`src/rtl/lfsr_rng_arbiter.sv`:
```
// lfsr_rng_arbiter
// Shares one 17-bit Fibonacci LFSR (x^17 + x^14 + 1) between NREQ requesters.
// Each grant delivers a fresh WORD_BITS-bit word built from consecutive
// feedback bits, first bit in the MSB. Requesters are served round-robin.
// A reseed port reloads the LFSR at run time and takes priority over requests.
//
// Ports:
//   clk           clock, rising edge
//   rst_n         synchronous, active-low reset
//   req           per-requester request level, held until own gnt bit
//   reseed_valid  reseed request, held until reseed_ready
//   reseed_data   new LFSR state (zero is replaced by SEED)
//   reseed_ready  one-cycle pulse: reseed applied
//   gnt           one-hot grant pulse, coincident with rnd_valid
//   rnd_valid     one-cycle pulse: rnd_data valid
//   rnd_data      random word, holds between grants
//   busy          high whenever the FSM is not idle
//   wrap_tick     one-cycle pulse: a shift has just returned the LFSR to SEED
module lfsr_rng_arbiter #(
  parameter int          NREQ      = 4,
  parameter int          WORD_BITS = 8,
  parameter logic [16:0] SEED      = 17'h0002B
) (
  input  logic                 clk,
  input  logic                 rst_n,
  input  logic [NREQ-1:0]      req,
  input  logic                 reseed_valid,
  input  logic [16:0]          reseed_data,
  output logic                 reseed_ready,
  output logic [NREQ-1:0]      gnt,
  output logic                 rnd_valid,
  output logic [WORD_BITS-1:0] rnd_data,
  output logic                 busy,
  output logic                 wrap_tick
);

  localparam int CNT_W = $clog2(WORD_BITS + 1);
  localparam int IDX_W = $clog2(NREQ);
  localparam logic [CNT_W-1:0] LAST_STEP = CNT_W'(WORD_BITS - 1);
  localparam logic [IDX_W:0]   NREQ_EXT  = (IDX_W + 1)'(NREQ);

  typedef enum logic [1:0] {IDLE, SHIFT, DELIVER, RESEED} state_t;

  state_t               state, state_next;
  logic [16:0]          lfsr;
  logic [16:0]          lfsr_step;
  logic                 fb;
  logic [WORD_BITS-1:0] acc;
  logic [CNT_W-1:0]     cnt;
  logic [IDX_W-1:0]     ptr, idx, winner;
  logic [IDX_W:0]       cand, win_sel;
  logic [2*NREQ-1:0]    req_dbl;
  logic                 any_req;
  logic                 last_step;

  // Shift one bit into the LSB of a word; written via a wider temporary so
  // it also works for WORD_BITS == 1.
  function automatic logic [WORD_BITS-1:0] shift_in(input logic [WORD_BITS-1:0] a,
                                                    input logic b);
    logic [WORD_BITS:0] t;
    t = {a, b};
    return t[WORD_BITS-1:0];
  endfunction

  assign fb        = lfsr[16] ^ lfsr[13];
  assign lfsr_step = {lfsr[15:0], fb};
  assign last_step = (cnt == LAST_STEP);

  // Round-robin search: doubling the request vector lets ptr+offset index it
  // without a modulo; the winner is folded back into 0..NREQ-1 afterwards.
  // Scanning offsets downward leaves the smallest offset from ptr as winner.
  assign req_dbl = {req, req};

  always_comb begin
    cand    = '0;
    win_sel = '0;
    any_req = 1'b0;
    for (int j = NREQ - 1; j >= 0; j--) begin
      cand = {1'b0, ptr} + (IDX_W + 1)'(j);
      if (req_dbl[cand]) begin
        any_req = 1'b1;
        win_sel = cand;
      end
    end
    winner = (win_sel >= NREQ_EXT) ? IDX_W'(win_sel - NREQ_EXT) : win_sel[IDX_W-1:0];
  end

  always_ff @(posedge clk) begin
    if (!rst_n) state <= IDLE;
    else        state <= state_next;
  end

  always_comb begin
    state_next = state;
    case (state)
      IDLE: begin
        if (reseed_valid) state_next = RESEED;
        else if (any_req) state_next = SHIFT;
      end
      SHIFT:   if (last_step) state_next = DELIVER;
      DELIVER: state_next = IDLE;
      RESEED:  state_next = IDLE;
      default: state_next = IDLE;
    endcase
  end

  // Datapath and registered outputs. Output pulses are set on the edge that
  // enters DELIVER/RESEED so they are high exactly during those states.
  always_ff @(posedge clk) begin
    if (!rst_n) begin
      lfsr         <= SEED;
      acc          <= '0;
      cnt          <= '0;
      ptr          <= '0;
      idx          <= '0;
      gnt          <= '0;
      rnd_valid    <= 1'b0;
      rnd_data     <= '0;
      reseed_ready <= 1'b0;
      busy         <= 1'b0;
      wrap_tick    <= 1'b0;
    end else begin
      gnt          <= '0;
      rnd_valid    <= 1'b0;
      reseed_ready <= 1'b0;
      wrap_tick    <= 1'b0;
      busy         <= (state_next != IDLE);
      case (state)
        IDLE: begin
          cnt <= '0;
          if (reseed_valid)  reseed_ready <= 1'b1;
          else if (any_req)  idx <= winner;
        end
        SHIFT: begin
          lfsr      <= lfsr_step;
          acc       <= shift_in(acc, fb);
          cnt       <= cnt + CNT_W'(1);
          wrap_tick <= (lfsr_step == SEED);
          if (last_step) begin
            rnd_data  <= shift_in(acc, fb);
            rnd_valid <= 1'b1;
            gnt       <= NREQ'(1) << idx;
          end
        end
        DELIVER: begin
          ptr <= (idx == IDX_W'(NREQ - 1)) ? '0 : idx + IDX_W'(1);
        end
        RESEED: begin
          // An all-zero state would lock the LFSR up; fall back to SEED.
          lfsr <= (reseed_data == 17'd0) ? SEED : reseed_data;
        end
        default: ;
      endcase
    end
  end

endmodule

```
`config.mk`:
```
export PLATFORM = sky130hd
export DESIGN_NAME = lfsr_rng_arbiter
export DESIGN_NICKNAME = d
export VERILOG_FILES = /design/src/rtl/lfsr_rng_arbiter.sv
export SDC_FILE = /design/constraint.sdc
export NUM_CORES = 1
export LEC_CHECK = 0
export BUFFER_PORTS_ARGS = -buffer_cell sky130_fd_sc_hd__buf_2
export CAP_MARGIN = 20
export CORE_ASPECT_RATIO = 1.1
export CORE_MARGIN = 4
export CORE_UTILIZATION = 54
export DETAILED_ROUTE_END_ITERATION = 10
export HOLD_SLACK_MARGIN = 0.06
export PLACE_DENSITY = 0.75
export SYNTH_ARGS = -nofsm -noshare
export SYNTH_HDL_FRONTEND = slang
export SYNTH_SLANG_ARGS = --single-unit
```
`constraint.sdc`:
```
create_clock -name clk -period 2.1 [get_ports clk]
set_clock_uncertainty 0.1 [all_clocks]
set_input_delay 0.105 -clock clk [delete_from_list [all_inputs] [get_ports clk]]
set_output_delay 0.105 -clock clk [all_outputs]
set_load 0.1 [all_outputs]
```
* Word level (Yosys, flattened, before mapping)
Index checks and enable logic that the tools add are counted.
W data, S select, Z words.
** Operators by class
- Add/sub/neg operators :: 6
- $lt $le $gt $ge :: 5
- Equality and inequality tests :: 6
- Shift-type cells :: 1
- Muxes and demuxes :: 27
- Bitwise operators :: 2
- Reductions and logical operators :: 11
** Operators with widths (count)
- $pmux W17 S2 :: 1
- $eq A17 B6 Y1 const B :: 1
- $logic_not A17 Y1 :: 1
- $mux W17 :: 1
- $lt A3 B4 Y1 const B :: 3
- $mux W3 :: 4
- $mux W1 :: 10
- $mux W2 :: 5
- $bmux W1 S3 :: 3
- $pmux W4 S2 :: 1
- $add A2 B2 Y3 const B :: 2
- $eq A2 B2 Y1 const B :: 3
- $pmux W2 S3 :: 1
- $reduce_and A2 Y1 :: 3
- $reduce_and A3 Y1 :: 2
- $reduce_bool A2 Y1 :: 3
- $add A4 B1 Y4 const B :: 1
- $eq A4 B3 Y1 const B :: 1
- $lt A2 B4 Y1 const B :: 1
- $shl A1 B2 Y4 const A :: 1
- $add A2 B1 Y3 const B :: 1
- $ge A3 B3 Y1 const B :: 1
- $add A2 B1 Y2 const B :: 1
- $bmux W1 S2 :: 1
- 6 further kinds :: 6
** Word-level totals
- Register bits after elaboration :: 50
- Input port bits :: 24
- Output and inout bits :: 16
- Word-level logic and storage cells :: 70

* Depth between registers and ports, before layout
Gate-level depths: netlist of the first run.
- Word-level depth :: 11
- Mapped depth :: 6
- Mapped depth without buffers :: 5

* Worst setup path before layout of the first run
Ideal clock, no wire load.
- Kind :: register -> register
- Start point :: register cnt[0]
- End point :: register busy
- Library setup time :: 0.127 ns
- Arrival time :: 1.319 ns
- Data required time :: 1.873 ns
- Slack :: 0.554 ns
- Stages on the path, launching flop included :: 6
- Path buffers :: 1
- Period minus slack after synthesis :: 1.546 ns
- Cells stage by stage :: dfxtp_1 -> ha_1 -> and3b_1 -> and3_1 -> buf_6 -> or3_1
** Between the ends
- Word-level cells in the longest chain between the ends :: 4
** Ends and longest elaborated chain
- start: declaration :: RTL line 49 : logic [CNT_W-1:0] cnt;
- start signal: assignment :: RTL line 137 : cnt <= cnt + CNT_W'(1);
- $eq A4 B3 Y1 :: RTL line 67 : assign last_step = (cnt == LAST_STEP);
- $mux W2 :: RTL line 100 : SHIFT: if (last_step) state_next = DELIVER;
- $pmux W2 S3 :: RTL line 95 : case (state)
- $reduce_bool A2 Y1 :: RTL line 127 : busy <= (state_next != IDLE);
- end signal: assignment :: RTL line 127
- end: declaration :: RTL line 33 : output logic busy,
Every way passes these cells.
A chain may end at the register's enable or synchronous reset.

* Worst setup path in the final report of the first run
- Start point :: register cnt[0]
- End point :: register rnd_data[1]
** Between the ends
- Word-level cells in the longest chain between the ends :: 2
** Ends and longest elaborated chain
- $eq A4 B3 Y1 :: RTL line 67
- $reduce_and A2 Y1 (no line)
- end signal: assignment :: RTL line 140 : rnd_data <= shift_in(acc, fb);
- end: declaration :: RTL line 32 : output logic [WORD_BITS-1:0] rnd_data,
Every way passes these cells.

==> results.json, run 1 <==
{
  "cp-end-kind": "flop",
  "htreeDepth": 2,
  "drtPass1Iterations": 4,
  "cts_buffers": 5,
  "grt_pass1_vias": 1639,
  "period_minus_slack_ns": 1.70,
  "reg2reg_from": "cnt[0]",
  "routed-via-count": 1783,
  "clkSinkCount": 50,
  "syn_nets": 257,
  "postRouteAntennaNets": 0,
  "antenna_found_initial": 0,
  "synth_cell_types": 39,
  "min_period_over_period_pct": 81.0,
  "clkSlewWorstSetupHoldPaths_ns": 0.08,
  "routed_wl_mm": 4.13,
  "rsz0062_at_grt": "false",
  "slew_headroom_pct": 67.8,
  "cp_data_arrival_time_ns": 1.79,
  "cp.required_ns": 2.19,
  "crit_fanout": 9,
  "initial_core_util_pct": 55.8,
  "die_area_mm2": 0.00515,
  "synth.area.top_cells": "dfxtp_1, mux2i_1, nand2_1",
  "reg2regPathDepth": 5,
  "drt_iter0_drc": 90,
  "synth_ff_type": "dfxtp_1",
  "clock_latency_ns": 0.29,
  "port-buffer-count": 39,
  "cp-start-kind": "flop",
  "endpoint": "rnd_data[1]",
  "clockBufferDepth": 2,
  "grt_max_degree": 29,
  "status": "finished clean",
  "post_cts_resize_count": 0,
  "track_usage_pct": 17.9,
  "rows": 24,
  "critPathLaunch": "cnt[0]",
  "tns_ns": 0,
  "crit_path_cell_trace": "ha_1 -> and3b_1 -> and2_1 -> mux2i_1 -> nor2b_1",
  "synth_top_cell_area_share_pct": 45.6,
  "cts_tree": "done",
  "r2r_end": "rnd_data[1]",
  "async_flop_share_pct": 0,
  "drc_errors": 0,
  "avgSynthCellArea_um2": 9.51,
  "setup_ws_ns": 0.399,
  "die_h_um": 74.9,
  "syn_area_mm2": 0.00220,
  "reg2reg_slack_ns": 0.40,
  "drv_cap": 0,
  "place_congestion": 0.757,
  "hold_class": "in -> reg",
  "io_pins": 40,
  "worst_pin_slew_ns": 0.483,
  "synth-seq-area-share_pct": 45.6,
  "slowest_delay_ns": 0.44,
  "drive_above_1_share_pct": 20.5,
  "finalHoldViolCount": 0,
  "post-dp-hpwl_mm": 2.92,
  "path_class": "reg -> reg",
  "cts_root_buffer": "clkbuf_8",
  "area_growth_pct": 18.5,
  "die_x_um": 68.8,
  "nNetsFinal": 303,
  "cts_setup_buffers": 0,
  "cp_slowest_cell": "and2_1",
  "core-area_mm2": 0.00393,
  "maxSlewViolCount": 0,
  "syn_inst": 231,
  "synth_edf_count": 0,
  "grt_overflow_total": 0,
  "fmax_mhz": 588,
  "grt_pass1_wl_mm": 7.13,
  "num_antenna_cells": 0,
  "leakagePower_uw": 0.00116,
  "wire_per_inst_um": 12.5,
  "synth_seq_cells": 50,
  "via_per_inst": 5.40,
  "setup_viol": 0,
  "synth_area_leader_cell": "dfxtp_1",
  "dp_slack_ns": 0.393,
  "peakVddDrop_uv": 517,
  "ys_warn_count": 0,
  "powerDensity_mw_per_mm2": 702
}
area by class of cell:
class / count / area, um^2
clock buffers: 6 / 82.6
repair buffers: 55 / 338
multi-input cells: 164 / 1100
fillers: 331 / 1330
flip-flops and latches: 50 / 1000
clock inverters: 2 / 12.5
inverters: 1 / 3.75
well taps: 52 / 65.1
worst max-delay path, delay by kind of cell, from the launching register on:
family / cells / cell delay, ns
mux: 1 / 0.24
flops: 1 / 0.38
simple gates: 3 / 0.69
fa+ha+maj: 1 / 0.19
sequential cells by signal, indices dropped and copies added (netlist names), 2 cells and up:
signal    count
lfsr         17
rnd_data      8
acc           7
cnt           4
gnt           4
idx           2
ptr           2
state         2
layer usage:
layer  part of all wire [%]  track usage, %  wire [um]
met5                      0               0          0
met4                    2.2            7.36         89
met3                    4.0            2.84        164
met2                     48            30.1       1990
met1                     46            22.7       1880
logic make-up (layout without fill, tap and decap cells):
group           after synthesis  after routing  share of synthesized area [%]
simple gates                 95             95                           22.6
flops                        50             50                           45.6
compound gates               41             41                           14.5
mux                          25             25                           11.4
buf+inv                      17             64                           4.33
fa+ha+maj                     2              2                           1.14
xor+xnor                      1              1                          0.399
cell usage in the layout, fill, tap and decap left out, types with 6 or more instances in the layout:
cell,Yosys,layout
a21boi_1,7,7
buf_2,7,39
buf_4,0,7
clkbuf_8,0,6
dfxtp_1,50,50
dlygate4sd3_1,0,9
mux2i_1,25,25
nand2_1,40,40
nand3_1,6,6
nor2_1,7,7
nor2b_1,11,11
o211a_1,15,15
o21ai_1,6,6
Yosys cell counts (all sizes together) (3+ instances only):
library cell,number
a21boi,7
dfxtp,50
and2,3
nor4,7
nand2b,4
buf,11
o211a,15
nor2b,12
or3,3
mux2i,25
a21oi,4
nand2,40
nand3,6
nand4,3
clkbuf,5
o21ai,7
nor2,7
worst min-delay path by stage:
stage               slack, ns      startpoint  cells after the start      end
finish                   0.07  reseed_data[4]                      4  lfsr[4]
global route             0.09  reseed_data[2]                      4  lfsr[2]
CTS                      0.06  reseed_data[4]                      4  lfsr[4]
detailed placement       0.30  reseed_data[0]                      3  lfsr[0]
global placement         0.29  reseed_data[0]                      3  lfsr[0]
floorplan                0.17    reseed_valid                      2   idx[0]
stage by stage:
step | hold slack, ns | std cells | total power (uW) | util, % | instance area (um^2)
after CTS | 0.0614 | 330 | 1850 | 66.2 | 2600
after global routing | 0.0898 | 330 | 1920 | 66.2 | 2600
after global placement | 0.289 | 313 | 1270 | 61.5 | 2420
after detailed placement | 0.296 | 313 | 1270 | 61.5 | 2420
final | 0.0681 | 330 | 1830 | 66.2 | 2600
after floorplan | 0.169 | 231 | 1210 | - | 2200
power by group:
group	switching [uW]	internal, uW
sequential	34.3	989
clock	299	265
combinational	127	113
total	460	1370
what timing repair did:
| item | in CTS | in global routing |
|---|---|---|
| hold buffers | 9 | 0 |
| endpoints found under the setup margin | 0 | 0 |
| endpoints found under the hold margin | 11 | 0 |
No activity file was read; power rests on OpenSTA's default activity.
==> run 2: changes to the inputs <==
--- a/config.mk
+++ b/config.mk
@@ -9,10 +9,10 @@
 export CAP_MARGIN = 20
 export CORE_ASPECT_RATIO = 1.1
 export CORE_MARGIN = 4
-export CORE_UTILIZATION = 54
+export CORE_UTILIZATION = 49
 export DETAILED_ROUTE_END_ITERATION = 10
 export HOLD_SLACK_MARGIN = 0.06
-export PLACE_DENSITY = 0.75
+export PLACE_DENSITY = 0.71
 export SYNTH_ARGS = -nofsm -noshare
 export SYNTH_HDL_FRONTEND = slang
 export SYNTH_SLANG_ARGS = --single-unit
==> constraint.sdc (replaced) <==
create_clock -name clk -period 1.55 [get_ports clk]
set_clock_uncertainty 0.1 [all_clocks]
set_input_delay 0.0775 -clock clk [delete_from_list [all_inputs] [get_ports clk]]
set_output_delay 0.0775 -clock clk [all_outputs]
set_load 0.1 [all_outputs]
==> results.json, run 2 (synthesized netlist as in run 1, its figures left out) <==
{
  "rows": 25,
  "cts_setup_buffers": 0,
  "r2r_end": "busy",
  "top_regs": "lfsr: 17 flops, rnd_data: 8 flops, acc: 7 flops",
  "cp-start-kind": "input port",
  "drv_cap": 0,
  "stdcell_area_mm2": 0.00283,
  "slew_headroom_pct": 67.5,
  "setup_viol": 0,
  "htreeDepth": 2,
  "die_area_mm2": 0.00562,
  "clkSinkCount": 50,
  "clockBufferDepth": 2,
  "final_common_cell": "dfxtp_1",
  "antenna_found_initial": 0,
  "reg2reg_slack_ns": 0.09,
  "drt_iter0_drc": 74,
  "place_congestion": 0.785,
  "routed_wl_mm": 4.53,
  "rsz0062_at_grt": "false",
  "grt_pass1_wl_mm": 7.55,
  "drtPass1Iterations": 4,
  "cp.required_ns": 1.69,
  "layout_common_cells": "dfxtp_1, nand2_1, buf_2",
  "num_antenna_cells": 0,
  "track_usage_pct": 16.8,
  "routed-via-count": 1838,
  "route.met3.wl_um": 240,
  "hold_slack_ns": 0.0722,
  "grt_max_degree": 40,
  "via_per_inst": 5.34,
  "drive_above_1_share_pct": 22.4,
  "post-dp-hpwl_mm": 2.99,
  "nNetsFinal": 316,
  "worst_pin_slew_ns": 0.490,
  "io_pins": 40,
  "peakVddDrop_uv": 637,
  "grt_overflow_total": 0,
  "hold_class": "in -> reg",
  "clkSlewWorstSetupHoldPaths_ns": 0.08,
  "min_period_over_period_pct": 95.7,
  "regMostFlops": "lfsr",
  "wire_per_inst_um": 13.2,
  "place_inst": 318,
  "leakagePower_uw": 0.00124,
  "crit_fanout": 4,
  "die_x_um": 71.8,
  "largest_register_ffs": 17,
  "maxSlewViolCount": 0,
  "instances_no_fill": 344,
  "period_minus_slack_ns": 1.48,
  "die_h_um": 78.2,
  "cp_data_arrival_time_ns": 1.62,
  "critPathLaunch": "reseed_data[6]",
  "powerDensity_mw_per_mm2": 950,
  "clock_latency_ns": 0.30,
  "status": "finished clean",
  "drc_errors": 0,
  "port-buffer-count": 39,
  "place_area_mm2": 0.00249,
  "wl_met2_mm": 2.18,
  "cts_buffers": 5,
  "tns_ns": 0,
  "cts_root_buffer": "clkbuf_8",
  "dr.max_layer_used": "met4",
  "postRouteAntennaNets": 0,
  "finalHoldViolCount": 0,
  "reg2regPathDepth": 4,
  "initial_core_util_pct": 50.9,
  "cp-end-kind": "flop",
  "grt_pass1_vias": 1757,
  "core-area_mm2": 0.00432,
  "path_class": "in -> reg",
  "cts_tree": "done",
  "area_growth_pct": 28.8,
  "fmax_mhz": 674,
  "endpoint": "lfsr[5]",
  "reg2reg_from": "cnt[0]",
  "wl_met1_mm": 2.03
}
-- run 2: worst min-delay path by stage --
stage	to	depth (start not counted)	start
global placement	lfsr[0]	3	reseed_data[0]
detailed placement	lfsr[0]	3	reseed_data[0]
floorplan	idx[0]	2	reseed_valid
finish	lfsr[5]	5	reseed_data[5]
global route	lfsr[5]	5	reseed_data[5]
CTS	lfsr[5]	5	reseed_data[5]
-- run 2: stage by stage --
| stage | setup WS (ns) | utilization, % | power (uW) |
|---|---|---|---|
| after floorplan | 0.00449 | - | 1630 |
| after global placement | 0.0759 | 57.7 | 1740 |
| after detailed placement | 0.0532 | 57.7 | 1740 |
| after CTS | 0.0242 | 64.8 | 2710 |
| after global routing | 0.0140 | 65.5 | 2810 |
| final | 0.0668 | 65.5 | 2690 |
-- run 2: power by group --
group / leakage [uW] / switching (uW) / internal, uW
combinational: 0.000778 / 187 / 184
sequential: 0.000409 / 48.5 / 1340
clock: 0.0000573 / 410 / 517
total: 0.00124 / 646 / 2040
-- run 2: metal layers --
metal,GRT usage [%],up-vias
met5,0,-
met4,8.46,0
met3,4.48,8
met2,28.2,39
met1,19.4,854
li1,-,937
-- run 2: what timing repair did --
action / 4_1_cts / 5_1_grt
hold buffers: 19 / 0
resized for setup: 0 / 8
endpoints found under the hold margin: 20 / 0
endpoints found under the setup margin: 0 / 12
-- run 2: critical path: stages --
cell and delay (ns):
dlygate4sd3_1 0.53, buf_2 0.13, nor4_1 0.26, nand4_1 0.13, or3_4 0.41, nand3_1 0.09
-- run 2: area by class of cell --
type                       count  area, um^2
inverter                       1        3.75
clock buffer                   6        82.6
timing repair buffer          68         510
fill                         362        1490
sequential                    50        1000
clock inverter                 1        30.0
tap                           54        67.6
multi-input combinational    164        1130
